$ cat src/rtl/fpu_pkg.sv
// Shared definitions for the FPU pipeline: operator encodings, format
// widths and the execute-stage state encoding.
package fpu_pkg;

    localparam int MANT_W = 24;
    localparam int EXP_W  = 8;
    localparam int BIAS   = 127;

    localparam logic [1:0] OP_ADD = 2'b00;
    localparam logic [1:0] OP_SUB = 2'b01;
    localparam logic [1:0] OP_MUL = 2'b10;
    localparam logic [1:0] OP_RSV = 2'b11;

    typedef enum logic [1:0] {
        IDLE = 2'b00,
        ADD  = 2'b01,
        MUL  = 2'b10,
        DONE = 2'b11
    } exec_state_t;

endpackage

$ cat src/rtl/fpu_mul_seq.sv
// Iterative radix-2 shift-add mantissa multiplier. One multiplier bit is
// consumed per cycle, LSB first, for exactly MANT_W cycles. The done flag
// is high during the final iteration and product then carries the exact
// full-width result, so the caller can register it on that same edge.
module fpu_mul_seq #(
    parameter int MANT_W = fpu_pkg::MANT_W
) (
    input  logic                  clk,
    input  logic                  rst_n,
    input  logic                  start,
    input  logic [MANT_W-1:0]     multiplicand,
    input  logic [MANT_W-1:0]     multiplier,
    output logic                  busy,
    output logic                  done,
    output logic [2*MANT_W-1:0]   product
);

    localparam logic [4:0] LAST_CNT = 5'(MANT_W - 1);

    logic [2*MANT_W-1:0] mcand_r;
    logic [MANT_W-1:0]   mplier_r;
    logic [2*MANT_W-1:0] acc_r;
    logic [4:0]          count_r;
    logic                busy_r;
    logic [2*MANT_W-1:0] acc_next_s;
    logic                last_s;

    // Next partial sum and final-iteration detection.
    always_comb begin
        acc_next_s = acc_r;
        last_s     = 1'b0;
        if (mplier_r[0]) begin
            acc_next_s = acc_r + mcand_r;
        end else begin
            acc_next_s = acc_r;
        end
        if (busy_r && (count_r == LAST_CNT)) begin
            last_s = 1'b1;
        end else begin
            last_s = 1'b0;
        end
    end

    // Operand load on start, then one shift-add step per cycle while busy.
    always_ff @(posedge clk or negedge rst_n) begin
        if (!rst_n) begin
            mcand_r  <= '0;
            mplier_r <= '0;
            acc_r    <= '0;
            count_r  <= 5'd0;
            busy_r   <= 1'b0;
        end else if (start) begin
            mcand_r  <= {{MANT_W{1'b0}}, multiplicand};
            mplier_r <= multiplier;
            acc_r    <= '0;
            count_r  <= 5'd0;
            busy_r   <= 1'b1;
        end else if (busy_r) begin
            acc_r    <= acc_next_s;
            mcand_r  <= {mcand_r[2*MANT_W-2:0], 1'b0};
            mplier_r <= {1'b0, mplier_r[MANT_W-1:1]};
            count_r  <= count_r + 5'd1;
            if (last_s) begin
                busy_r <= 1'b0;
            end else begin
                busy_r <= 1'b1;
            end
        end else begin
            busy_r <= 1'b0;
        end
    end

    assign busy    = busy_r;
    assign done    = last_s;
    assign product = acc_next_s;

endmodule

$ cat src/rtl/fpu_execute.sv
// Mantissa-arithmetic stage of the FPU pipeline. Add/subtract resolve in a
// single cycle from captured operands; multiply is delegated to the
// iterative shift-add unit. Results are held in DONE until downstream
// accepts them.
module fpu_execute
    import fpu_pkg::*;
#(
    parameter int MANT_W = fpu_pkg::MANT_W,
    parameter int EXP_W  = fpu_pkg::EXP_W,
    parameter int BIAS   = fpu_pkg::BIAS
) (
    input  logic                  clk,
    input  logic                  rst_n,
    input  logic                  in_valid,
    output logic                  in_ready,
    input  logic                  sign_1,
    input  logic                  sign_2,
    input  logic [EXP_W-1:0]      exponent,
    input  logic [MANT_W-1:0]     mantissa_1,
    input  logic [MANT_W-1:0]     mantissa_2,
    input  logic [1:0]            operator,
    output logic                  out_valid,
    input  logic                  out_ready,
    output logic                  out_sign,
    output logic [EXP_W+1:0]      out_exponent,
    output logic [2*MANT_W-1:0]   out_mantissa,
    output logic                  out_invalid_op
);

    exec_state_t          state_r;
    logic                 in_ready_r;
    logic                 out_valid_r;
    logic                 out_sign_r;
    logic [EXP_W+1:0]     out_exponent_r;
    logic [2*MANT_W-1:0]  out_mantissa_r;
    logic                 out_invalid_op_r;

    logic                 sign_1_r;
    logic                 sign_2_r;
    logic [EXP_W-1:0]     exp_r;
    logic [MANT_W-1:0]    m1_r;
    logic [MANT_W-1:0]    m2_r;
    logic [1:0]           op_r;

    logic                 accept_s;
    logic                 mul_start_s;
    logic                 mul_busy_s;
    logic                 mul_done_s;
    logic [2*MANT_W-1:0]  mul_product_s;

    logic                 op_is_sub_s;
    logic                 eff_sub_s;
    logic [MANT_W:0]      add_res_s;
    logic                 add_sign_s;

    // Handshake qualification; a multiply loads the iterative unit directly
    // from the input bus on the accepting edge.
    always_comb begin
        accept_s    = in_valid && in_ready_r;
        mul_start_s = 1'b0;
        if (accept_s && (operator == OP_MUL)) begin
            mul_start_s = 1'b1;
        end else begin
            mul_start_s = 1'b0;
        end
    end

    fpu_mul_seq #(
        .MANT_W (MANT_W)
    ) u_mul_seq (
        .clk          (clk),
        .rst_n        (rst_n),
        .start        (mul_start_s),
        .multiplicand (mantissa_1),
        .multiplier   (mantissa_2),
        .busy         (mul_busy_s),
        .done         (mul_done_s),
        .product      (mul_product_s)
    );

    // Sign-magnitude add/subtract: the larger magnitude always minuend so
    // the difference stays non-negative; an exact zero is reported positive.
    always_comb begin
        op_is_sub_s = (op_r == OP_SUB);
        eff_sub_s   = sign_1_r ^ sign_2_r ^ op_is_sub_s;
        add_res_s   = '0;
        add_sign_s  = 1'b0;
        if (!eff_sub_s) begin
            add_res_s  = {1'b0, m1_r} + {1'b0, m2_r};
            add_sign_s = sign_1_r;
        end else if (m1_r >= m2_r) begin
            add_res_s  = {1'b0, m1_r} - {1'b0, m2_r};
            add_sign_s = sign_1_r;
        end else begin
            add_res_s  = {1'b0, m2_r} - {1'b0, m1_r};
            add_sign_s = sign_2_r ^ op_is_sub_s;
        end
        if (add_res_s == '0) begin
            add_sign_s = 1'b0;
        end else begin
            add_sign_s = add_sign_s;
        end
    end

    // Execute FSM with operand capture and registered result/handshake outputs.
    always_ff @(posedge clk or negedge rst_n) begin
        if (!rst_n) begin
            state_r          <= IDLE;
            in_ready_r       <= 1'b1;
            out_valid_r      <= 1'b0;
            out_sign_r       <= 1'b0;
            out_exponent_r   <= '0;
            out_mantissa_r   <= '0;
            out_invalid_op_r <= 1'b0;
            sign_1_r         <= 1'b0;
            sign_2_r         <= 1'b0;
            exp_r            <= '0;
            m1_r             <= '0;
            m2_r             <= '0;
            op_r             <= 2'b00;
        end else begin
            case (state_r)
                IDLE: begin
                    if (accept_s) begin
                        sign_1_r   <= sign_1;
                        sign_2_r   <= sign_2;
                        exp_r      <= exponent;
                        m1_r       <= mantissa_1;
                        m2_r       <= mantissa_2;
                        op_r       <= operator;
                        in_ready_r <= 1'b0;
                        if (operator == OP_MUL) begin
                            state_r <= MUL;
                        end else begin
                            state_r <= ADD;
                        end
                    end else begin
                        in_ready_r <= 1'b1;
                    end
                end
                ADD: begin
                    out_valid_r <= 1'b1;
                    state_r     <= DONE;
                    if (op_r == OP_RSV) begin
                        out_sign_r       <= 1'b0;
                        out_exponent_r   <= '0;
                        out_mantissa_r   <= '0;
                        out_invalid_op_r <= 1'b1;
                    end else begin
                        out_sign_r       <= add_sign_s;
                        out_exponent_r   <= {2'b00, exp_r};
                        out_mantissa_r   <= {add_res_s, {(MANT_W-1){1'b0}}};
                        out_invalid_op_r <= 1'b0;
                    end
                end
                MUL: begin
                    if (mul_done_s) begin
                        out_valid_r      <= 1'b1;
                        out_sign_r       <= sign_1_r ^ sign_2_r;
                        out_exponent_r   <= {2'b00, exp_r} - (EXP_W+2)'(BIAS);
                        out_mantissa_r   <= mul_product_s;
                        out_invalid_op_r <= 1'b0;
                        state_r          <= DONE;
                    end else if (!mul_busy_s) begin
                        // Multiplier lost its operation; recover to accepting.
                        state_r    <= IDLE;
                        in_ready_r <= 1'b1;
                    end else begin
                        state_r <= MUL;
                    end
                end
                DONE: begin
                    if (out_ready) begin
                        out_valid_r <= 1'b0;
                        in_ready_r  <= 1'b1;
                        state_r     <= IDLE;
                    end else begin
                        out_valid_r <= 1'b1;
                    end
                end
                default: begin
                    state_r     <= IDLE;
                    in_ready_r  <= 1'b1;
                    out_valid_r <= 1'b0;
                end
            endcase
        end
    end

    assign in_ready       = in_ready_r;
    assign out_valid      = out_valid_r;
    assign out_sign       = out_sign_r;
    assign out_exponent   = out_exponent_r;
    assign out_mantissa   = out_mantissa_r;
    assign out_invalid_op = out_invalid_op_r;

endmodule

$ cat config.mk
export PLATFORM = sky130hd
export DESIGN_NAME = fpu_execute
export DESIGN_NICKNAME = d
export VERILOG_FILES = /design/src/rtl/fpu_pkg.sv /design/src/rtl/fpu_mul_seq.sv /design/src/rtl/fpu_execute.sv
export SDC_FILE = /design/constraint.sdc
export NUM_CORES = 1
export LEC_CHECK = 0
export ABC_CLOCK_PERIOD_IN_PS = 3400
export CAP_MARGIN = 10
export CORE_ASPECT_RATIO = 0.75
export CORE_UTILIZATION = 54
export CTS_CLUSTER_SIZE = 40
export DETAILED_ROUTE_END_ITERATION = 12
export GPL_TIMING_DRIVEN = 0
export PLACE_DENSITY = 0.83
export SETUP_SLACK_MARGIN = 0.5
export SLEW_MARGIN = 20
export SYNTH_ARGS = -nofsm -noshare
export SYNTH_HDL_FRONTEND = slang
export SYNTH_SLANG_ARGS = --single-unit
export TNS_END_PERCENT = 30
$ cat constraint.sdc
create_clock -name clk -period 3.4 [get_ports clk]
set_input_delay 0.68 -clock clk [delete_from_list [all_inputs] [get_ports clk]]
set_output_delay 0.68 -clock clk [all_outputs]
set_load 0.03 [all_outputs]
## Word level (Yosys, flattened, before mapping)

Index checks and enable logic that the tools add are counted.

| cells by class | value |
|---|---|
| $add $sub $neg | 6 |
| magnitude comparators | 1 |
| equality and inequality tests | 12 |
| muxes and demuxes | 45 |
| bitwise logic cells | 3 |
| reduce and logical (&&, ||, !) cells | 14 |

Operators with widths:

| operator | count |
|---|---|
| $mux 48 | 7 |
| $pmux 48 s2 | 1 |
| $mux 25 | 2 |
| $sub 24x24->25 | 2 |
| $add 48x48->48 | 1 |
| $mux 24 | 2 |
| $add 24x24->25 | 1 |
| $logic_not 25->1 | 1 |
| $ge 24x24->1 | 1 |
| $pmux 10 s2 | 1 |
| $mux 1 | 18 |
| $mux 10 | 1 |
| $mux 2 | 5 |
| $mux 5 | 2 |
| $ne 2x2->1 const B | 5 |
| $sub 8x7->9 const B | 1 |
| $eq 2x2->1 const B | 4 |
| $mux 8 | 1 |
| $pmux 2 s4 | 1 |
| $reduce_and 2->1 | 4 |
| $pmux 1 s3 | 2 |
| $reduce_bool 3->1 | 2 |
| $add 5x1->5 const B | 1 |
| $eq 5x5->1 const B | 1 |
| other kinds (7) | 14 |

| word-level totals | value |
|---|---|
| flip-flop bits (word level) | 250 |
| input bits | 64 |
| output and inout port bits | 62 |

## Longest topological paths before layout

Gate-level depths: netlist of the first run.

| logic depth | value |
|---|---|
| word-level depth | 7 |
| gate-level depth with buffers | 17 |
| depth with buffers taken out | 16 |

## Hierarchy

Synthesis of the first run repeated with hierarchy kept, for this count alone.

| unflattened totals | value |
|---|---|
| cell total of the unflattened synthesis | 2,095 |
| area, all modules | 17,993.5 um2 |

Modules (own cells, without submodules):

| module | instances | cells an instance | area an instance (um2) |
|---|---|---|---|
| fpu_execute | 1 | 1,082 | 9,014.9 |
| fpu_mul_seq | 1 | 1,013 | 8,978.6 |

## Least setup slack after synthesis of the first run

OpenSTA, ideal clock, no wires.

| timing path | value |
|---|---|
| path kind | register to register |
| start | register m1_r[12] |
| end | register out_sign_r, in the netlist out_sign |
| setup time | 0.123 ns |
| data arrival time | 3.541 ns |
| path slack | -0.264 ns |
| stages on the path, launching flop included | 17 |
| buffers on the path | 2 |
| period minus slack after synthesis | 3.664 ns |
| path through | dfrtp_1 -> inv_1 -> ha_1 -> buf_2 -> nand4_2 -> nor4_2 -> a31oi_2 -> and3_1 -> buf_6 -> nand2_4 -> mux2_2 -> a31o_2 -> a221oi_1 -> xor2_1 -> or4_1 -> nor4b_2 -> nor2_1 |

| on the way | value |
|---|---|
| cells in the longest elaborated chain, start to end | 7 |
| elaborated cells on any way between the ends | 12 |
| those cells by class | add/sub (3); order compare (1); mux (7); reduce/logical (1) |

RTL lines:

| what | line | RTL |
|---|---|---|
| from (decl) | fpu_execute.sv:41 | `logic [MANT_W-1:0] m1_r;` |
| from (signal assigned) | fpu_execute.sv:128 | `m1_r <= mantissa_1;` |
| $sub 24x24->25, or another cell as far along | fpu_execute.sv:95 | `add_res_s = {1'b0, m2_r} - {1'b0, m1_r};` |
| $mux 25 | fpu_execute.sv:91 | `end else if (m1_r >= m2_r) begin` |
| $mux 25 | fpu_execute.sv:88 | `if (!eff_sub_s) begin` |
| $logic_not 25->1 | fpu_execute.sv:98 | `if (add_res_s == '0) begin` |
| $mux 1 (*) | fpu_execute.sv:98 |  |
| $mux 1 (*) | fpu_execute.sv:144 | `if (op_r == OP_RSV) begin` |
| $pmux 1 s2 (*) | fpu_execute.sv:122 | `case (state_r)` |
| to (signal assigned) | fpu_execute.sv:150 | `out_sign_r <= add_sign_s;` |
| to (signal assigned) | fpu_execute.sv:159 | `out_sign_r <= sign_1_r ^ sign_2_r;` |
| to (decl) | fpu_execute.sv:33 | `logic out_sign_r;` |

Mark *: on every way between the ends. The rest lies on a longest branch, timed or not.
A chain may end at the register's enable or synchronous reset.

## Worst setup path in the final report of the first run

| timing path | value |
|---|---|
| start | register m2_r[22] |
| end | register out_sign_r, in the netlist out_sign |

| on the way | value |
|---|---|
| cells in the longest elaborated chain, start to end | 7 |
| elaborated cells on any way between the ends | 12 |
| those cells by class | add/sub (3); order compare (1); mux (7); reduce/logical (1) |

RTL lines:

| what | line | RTL |
|---|---|---|
| from (decl) | fpu_execute.sv:42 | `logic [MANT_W-1:0] m2_r;` |
| from (signal assigned) | fpu_execute.sv:129 | `m2_r <= mantissa_2;` |
| $sub 24x24->25, or another cell as far along | fpu_execute.sv:95 |  |
| $mux 25 | fpu_execute.sv:91 |  |
| $mux 25 | fpu_execute.sv:88 |  |
| $logic_not 25->1 | fpu_execute.sv:98 |  |
| $mux 1 (*) | fpu_execute.sv:98 |  |
| $mux 1 (*) | fpu_execute.sv:144 |  |
| $pmux 1 s2 (*) | fpu_execute.sv:122 |  |

Marked as above.

==> results of run 1 <==
[kinds of logic (layout without fill, tap and decap cells)]
family                   Yosys count  in the layout  share of synthesized area
buffers and inverters            191            482                     0.0464
multiplexers                     167            167                      0.103
AO/OA/AOI/OAI                    547            547                      0.204
XOR/XNOR                          73             73                     0.0375
flip-flops                       249            249                      0.365
AND/OR/NAND/NOR                  536            536                      0.145
adder cells (fa/ha/maj)          133            133                     0.0993
[worst paths after layout]
check	to	slack [ns]	depth (start not counted)	from
max	out_sign	-0.57	15	m2_r[22]
min	m1_r[9]	0.05	1	rst_n
min in group clk	out_mantissa[4]	0.48	2	out_mantissa[4]
max reg2reg	out_sign	-0.57	15	m2_r[22]
min reg2reg	out_mantissa[4]	0.48	2	out_mantissa[4]
max in group asynchronous	m1_r[16]	1.95	3	rst_n
[area by class of cell]
class,instances,area share
multi-input cells,1456,0.526
flip-flops and latches,249,0.274
repair buffers,245,0.101
clock buffers,36,0.0325
plain buffers,100,0.0251
well taps,399,0.0219
inverters,91,0.0151
clock inverters,10,0.00472
[through the flow]
step	cell area, sq um	util
2_1_floorplan	17200	-
3_3_place_gp	19000	0.619
3_5_place_dp	19000	0.621
4_1_cts	22000	0.718
5_1_grt	22800	0.744
6_report	22800	0.744
[per-layer routing]
metal / share of wire / vias up / wire, um / global-route usage
met5: 0 / - / 0 / 0
met4: 0.038 / 0 / 2450 / 0.126
met3: 0.14 / 185 / 8780 / 0.106
met2: 0.42 / 1155 / 27000 / 0.574
met1: 0.41 / 8260 / 26300 / 0.543
li1: - / 7351 / - / -
[registers in the layout, indices dropped and copies added, names as in the netlist, 2 cells and up]
signal              count
exp_r                   8
u_mul_seq.mplier_r     24
state_r                 2
op_r                    2
m2_r                   24
out_exponent            9
out_mantissa           48
u_mul_seq.mcand_r      48
u_mul_seq.acc_r        48
m1_r                   24
u_mul_seq.count_r       5
[cell usage in the layout, fill, tap and decap left out, types with 13 or more instances in the layout]
master           synthesis  layout
xor2_1                  33      22
buf_4                    7      99
nor3_1                  22      19
buf_1                   17      16
ha_1                   129      98
xnor2_2                  0      14
a21oi_4                  0      13
a21oi_2                  2      31
dfrtp_2                  0      16
inv_1                   91      84
nand2_1                207     197
clkbuf_16                0      27
o21a_1                  14      14
o21ai_0                156     112
a31oi_1                 24      14
o21ai_1                  1      23
buf_6                    4      32
dfrtp_1                248     232
a211oi_1                34      23
xnor2_1                 40      21
nor2_1                 149     145
nand4_1                 15      15
o21bai_1                17      15
nor2b_1                 20      19
ha_4                     0      20
o21ai_2                  0      18
a21oi_1                148     106
clkdlybuf4s50_1          0     124
nand3_1                 38      37
clkbuf_1                59      48
a21o_1                  44      44
mux2_2                  64      61
and3_1                  15      14
clkbuf_2                 0      16
mux2i_1                103      97
[critical path: cells and delay by family (launching register included)]
kind            cells  cell delay, ns
buf+inv             2            0.28
simple gates        5            1.33
fa+ha+maj           1            0.26
flops               1            0.44
mux                 1            0.37
compound gates      6            1.16
[what timing repair did]
| item | CTS | global route |
|---|---|---|
| pin swaps | 129 | 116 |
| resized for setup | 303 | 132 |
| endpoints found under the setup margin | 130 | 106 |
| endpoints found under the hold margin | 0 | 0 |
| setup buffers | 91 | 27 |
==> flow_summary_export.csv, run 1 <==
group,metric,value,unit
run_status,status,"complete, but fails checks",
run_status,violations,"setup timing",
routing,final_antenna_net_count,0,
setup_path,crit_path_max_incr_delay,0.58,ns
setup_path,worstPathRequired,3.84,ns
clocking,clockBufferDepth,3,
final_layout,drive_gt1_frac,0.251,
placement,dp.cells,2422,
placement,portBuffers,125,
timing,fin_tns_setup,-2.59,ns
logic_synthesis,synthFlopType,"dfrtp_1",
die,die_width,207,um
routing,wl,64.5,mm
die,initial_utilization,0.557,
timing,drv_slew,0,
routing,drtPass1Iterations,5,
routing,drcViolationCount,0,
global_route,antenna_found_initial,0,
timing,timing.final.crit_share,1.17,
logic_synthesis,synth_seq_cells,249,
hold_path,hp-class,"input pin to asynchronous set/reset pin",
clocking,cts_root_buf,"clkbuf_16",
routing,drt_iter0_markers,2309,
timing,worst_hold_slack,0.0521,ns
timing,final_critical_path_setup_slack,-0.567,ns
timing,clock.fmax,252,MHz
setup_path,critPathArrivalTime,4.41,ns
final_layout,final_cells,2586,
timing,setup_viol,12,
clocking,cts.clk_slew.worst_paths,0.06,ns
routing,num_vias,17000,
logic_synthesis,seq_area_frac_synth,0.365,
global_route,grt_pass1_vias,16300,
final_layout,multi_input_area,0.0120,sq mm
timing,finalHoldViolCount,0,
final_layout,num_antenna_cells,0,
logic_synthesis,synth_nets,2093,
clocking,clk_latency,0.56,ns
clocking,numCtsBuffers,26,
placement,gp_congestion,0.970,
logic_synthesis,syn_area_per_cell,8.99,sq um
logic_synthesis,async_reset_ff_frac,1.00,
timing,slew_headroom,0.300,
placement,dp_hpwl,44.3,mm
die,coreArea,0.0306,sq mm
run,cap_violations,0,
timing,fin_crit,3.97,ns
timing,fin_skew,0.0109,ns
logic_synthesis,netlist_area,0.0171,sq mm
clocking,cts_tree,"built",
placement,dp_slack,-1.08,ns
logic_synthesis,yosys_warnings,0,
final_layout,ff_latch_area,0.00625,sq mm
setup_path,cp_slowest_cell,"or4_4",
final_layout,fillers,2082,
routing,via_per_inst,6.55,
setup_path,crit_type,"register to register",
logic_synthesis,synth_cells,1896,
clocking,clkSinkCount,249,
logic_synthesis,yosysUniqueCellTypes,88,
clocking,cts_max_level,1,
setup_path,cp_max_fo,7,
final_layout,nNetsFinal,2366,
logic_synthesis,yosysMostFrequentCell,"dfrtp_1",
setup_path,cp-start-kind,"register",
routing,wl_per_cell,25.0,um
global_route,grt_max_degree,100,
global_route,grt_first_pass_wirelength,95.5,mm
setup_path,worstPathCellList,"ha_4 > buf_8 > a21oi_4 > buf_4 > a21oi_1 > a22oi_2 > nand3_4 > nor2_4 > mux2i_4 > a31oi_4 > o31ai_2 > a311oi_2 > or4_4 > nor4b_2 > nor2_1",
logic_synthesis,synth_common_cells,"248 x dfrtp_1, 207 x nand2_1, 156 x o21ai_0",
timing,worst_pin_slew,1.05,ns
final_layout,areaGrowthSynthToFinish,33.6,%
logic_synthesis,yosys.area.top_type_share,0.364,
logic_synthesis,synthTopCellsByArea,"dfrtp_1 36%, ha_1 9.5%, mux2i_1 6.0%",
die,io_pins,126,
global_route,gr-total-overflow,0,
setup_path,critPathCaptureType,"register",
die,chipHeight,156,um
die,dieArea,0.0323,sq mm
logic_synthesis,synth_edf_count,0,
clocking,cts_hold_buf,0,
logic_synthesis,yosys.area.top_type,"dfrtp_1",
global_route,track_usage,0.386,
timing,rsz0062_at_grt,"yes",
die,core.rowCount,55,
Power of run 1 is left out: the tool's default activity adds up to more than one toggle a clock period on the data nets, which glitch-free logic cannot reach.
==> run 2: changes to the inputs <==
--- a/config.mk
+++ b/config.mk
@@ -14,7 +14,7 @@
 export GPL_TIMING_DRIVEN = 0
 export PLACE_DENSITY = 0.83
 export SETUP_SLACK_MARGIN = 0.5
-export SLEW_MARGIN = 20
+export SLEW_MARGIN = 30
 export SYNTH_ARGS = -nofsm -noshare
 export SYNTH_HDL_FRONTEND = slang
 export SYNTH_SLANG_ARGS = --single-unit
==> run 2 against run 1 <==
Compared with the run above: the flow finishes with violations (hold timing, setup timing); die area stayed put; via count is 0.18% higher; global-route usage hardly changed; flip-flop and latch count stayed put; clock skew is 0.035 ns higher; critical path type unchanged; largest cell class unchanged.
==> flow_summary_export.csv, run 2 (synthesis gave the netlist of run 1 again) <==
group,metric,value,unit
die,core.rowCount,55,
timing,finalHoldViolCount,16,
setup_path,crit_type,"register to register",
clocking,clkSinkCount,249,
routing,wl_per_cell,24.9,um
clocking,clockBufferDepth,3,
final_layout,nNetsFinal,2363,
clocking,cts_tree,"built",
timing,fin_crit,3.93,ns
setup_path,r2r_slack,-0.53,ns
setup_path,crit_top_cell,"buf_4",
timing,setup_viol,13,
routing,num_vias,17000,
placement,dp_hpwl,44.6,mm
setup_path,cp_slowest_cell,"or4_4",
setup_path,r2r-start,"m1_r[7]",
routing,drcViolationCount,0,
setup_path,crit_buf_inv,4,
setup_path,rr_worst_depth,17,
placement,gp_congestion,0.970,
global_route,gr-total-overflow,0,
timing,rsz0062_at_grt,"yes",
die,io_pins,126,
global_route,antenna_found_initial,1,
clocking,numCtsBuffers,26,
timing,fin_skew,0.0463,ns
routing,wl,64.3,mm
final_layout,areaGrowthSynthToFinish,33.8,%
die,coreArea,0.0306,sq mm
clocking,cts_max_level,1,
clocking,cts.clk_slew.worst_paths,0.06,ns
routing,drtPass1Iterations,9,
setup_path,crit_cells,17,
global_route,grt_first_pass_wirelength,95.5,mm
setup_path,cp_max_fo,9,
final_layout,drive_gt1_frac,0.245,
routing,drt_iter0_markers,2258,
timing,slew_headroom,0.298,
setup_path,crit_path_max_incr_delay,0.52,ns
placement,portBuffers,125,
global_route,grt_max_degree,77,
timing,final_critical_path_setup_slack,-0.533,ns
hold_path,hp-class,"input pin to asynchronous set/reset pin",
setup_path,path_delay_family,"simple AND/OR/NAND/NOR gates",
final_layout,fillers,2114,
clocking,cts_root_buf,"clkbuf_16",
die,dieArea,0.0323,sq mm
setup_path,critPathArrivalTime,4.36,ns
routing,final_antenna_net_count,0,
setup_path,cp-start-kind,"register",
setup_path,worstPathRequired,3.83,ns
routing,via_per_inst,6.57,
timing,timing.final.crit_share,1.16,
run_status,violations,"hold timing, setup timing",
timing,drv_slew,0,
run,cap_violations,0,
final_layout,num_antenna_cells,0,
global_route,grt_pass1_vias,16100,
timing,worst_pin_slew,1.05,ns
timing,worst_hold_slack,-0.0151,ns
timing,clock.fmax,254,MHz
die,die_width,207,um
setup_path,critPathCaptureType,"register",
run_status,status,"complete, but fails checks",
die,chipHeight,156,um
setup_path,worstPathCellList,"inv_1 > ha_1 > buf_6 > and3_4 > and2_4 > a31oi_4 > buf_4 > nand3_4 > nor2_4 > buf_4 > mux2_2 > nor3_2 > a221oi_4 > xor2_2 > or4_4 > nor4b_4 > nor2_1",
clocking,clk_latency,0.58,ns
final_layout,layout_common_cells,"232 x dfrtp_1, 200 x nand2_1, 145 x nor2_1, 124 x clkdlybuf4s50_1, 115 x o21ai_0",
setup_path,rr_endpoint,"out_sign",
die,initial_utilization,0.557,
setup_path,crit_start,"m1_r[7]",
setup_path,crit_end,"out_sign",
global_route,track_usage,0.386,
final_layout,final_common_cell,"dfrtp_1",
## run 2: cell count changes in the layout (fill, tap and decap cells not counted), moves of 3 or more
cell      delta
clkbuf_8     +3
nand2_1      +3
ha_1         +6
o21ai_0      +3
clkbuf_1     -3
buf_4        -3
buf_2        -5
a21oi_2      -4
a21oi_1      +3
clkbuf_2     +3
ha_2         -6
o21ai_2      -5
## run 2: repair_timing
item,in CTS,in global routing
resized for setup,284,131
hold buffers,0,0
endpoints found under the hold margin,0,0
endpoints found under the setup margin,127,95
pin swaps,119,110
setup buffers,87,27
## run 2: worst register-to-register path: stages (launching register included)
cell and delay (ns):
dfrtp_2 0.39, inv_1 0.06, ha_1 0.32, buf_6 0.17
and3_4 0.19, and2_4 0.17, a31oi_4 0.16, buf_4 0.15
nand3_4 0.15, nor2_4 0.23, buf_4 0.15, mux2_2 0.36
nor3_2 0.20, a221oi_4 0.06, xor2_2 0.22, or4_4 0.52
nor4b_4 0.22, nor2_1 0.06
## run 2: metrics by stage
| stage | setup TNS [ns] | setup WS, ns | utilization | cell area (sq um) | instances |
|---|---|---|---|---|---|
| after floorplan | -0.0649 | -0.0649 | - | 17200 | 1896 |
| after global placement | -2198.05 | -8.81 | 0.619 | 19000 | 2420 |
| after detailed placement | -24.24 | -1.10 | 0.622 | 19000 | 2423 |
| after CTS | -1.34 | -0.436 | 0.717 | 22000 | 2557 |
| after global routing | -3.34 | -0.610 | 0.745 | 22800 | 2584 |
| final | -2.21 | -0.533 | 0.745 | 22800 | 2584 |
## run 2: layout make-up
type / count / area (sq um) / area share
Inverter: 91 / 342 / 0.0150
Multi-Input combinational cell: 1456 / 11900 / 0.522
Buffer: 100 / 584 / 0.0256
Tap cell: 399 / 499 / 0.0219
Clock buffer: 37 / 752 / 0.0330
Timing Repair Buffer: 242 / 2300 / 0.101
Sequential cell: 249 / 6250 / 0.274
Clock inverter: 10 / 164 / 0.00718
## run 2: per-layer routing
| layer | share of wire | track usage | wire [um] |
|---|---|---|---|
| met5 | 0 | 0 | 0 |
| met4 | 0.041 | 0.124 | 2610 |
| met3 | 0.13 | 0.0950 | 8580 |
| met2 | 0.42 | 0.575 | 26800 |
| met1 | 0.41 | 0.550 | 26300 |
## run 2: worst min path at each step
stage / start / end / depth (start not counted)
after floorplan: rst_n / exp_r[0] / 0
after global placement: out_mantissa[3] / out_mantissa[3] / 2
after detailed placement: out_mantissa[11] / out_mantissa[11] / 2
after CTS: rst_n / m2_r[5] / 1
after global routing: rst_n / m1_r[13] / 1
final: rst_n / m1_r[11] / 1
Power of run 2 is left out for the same reason.
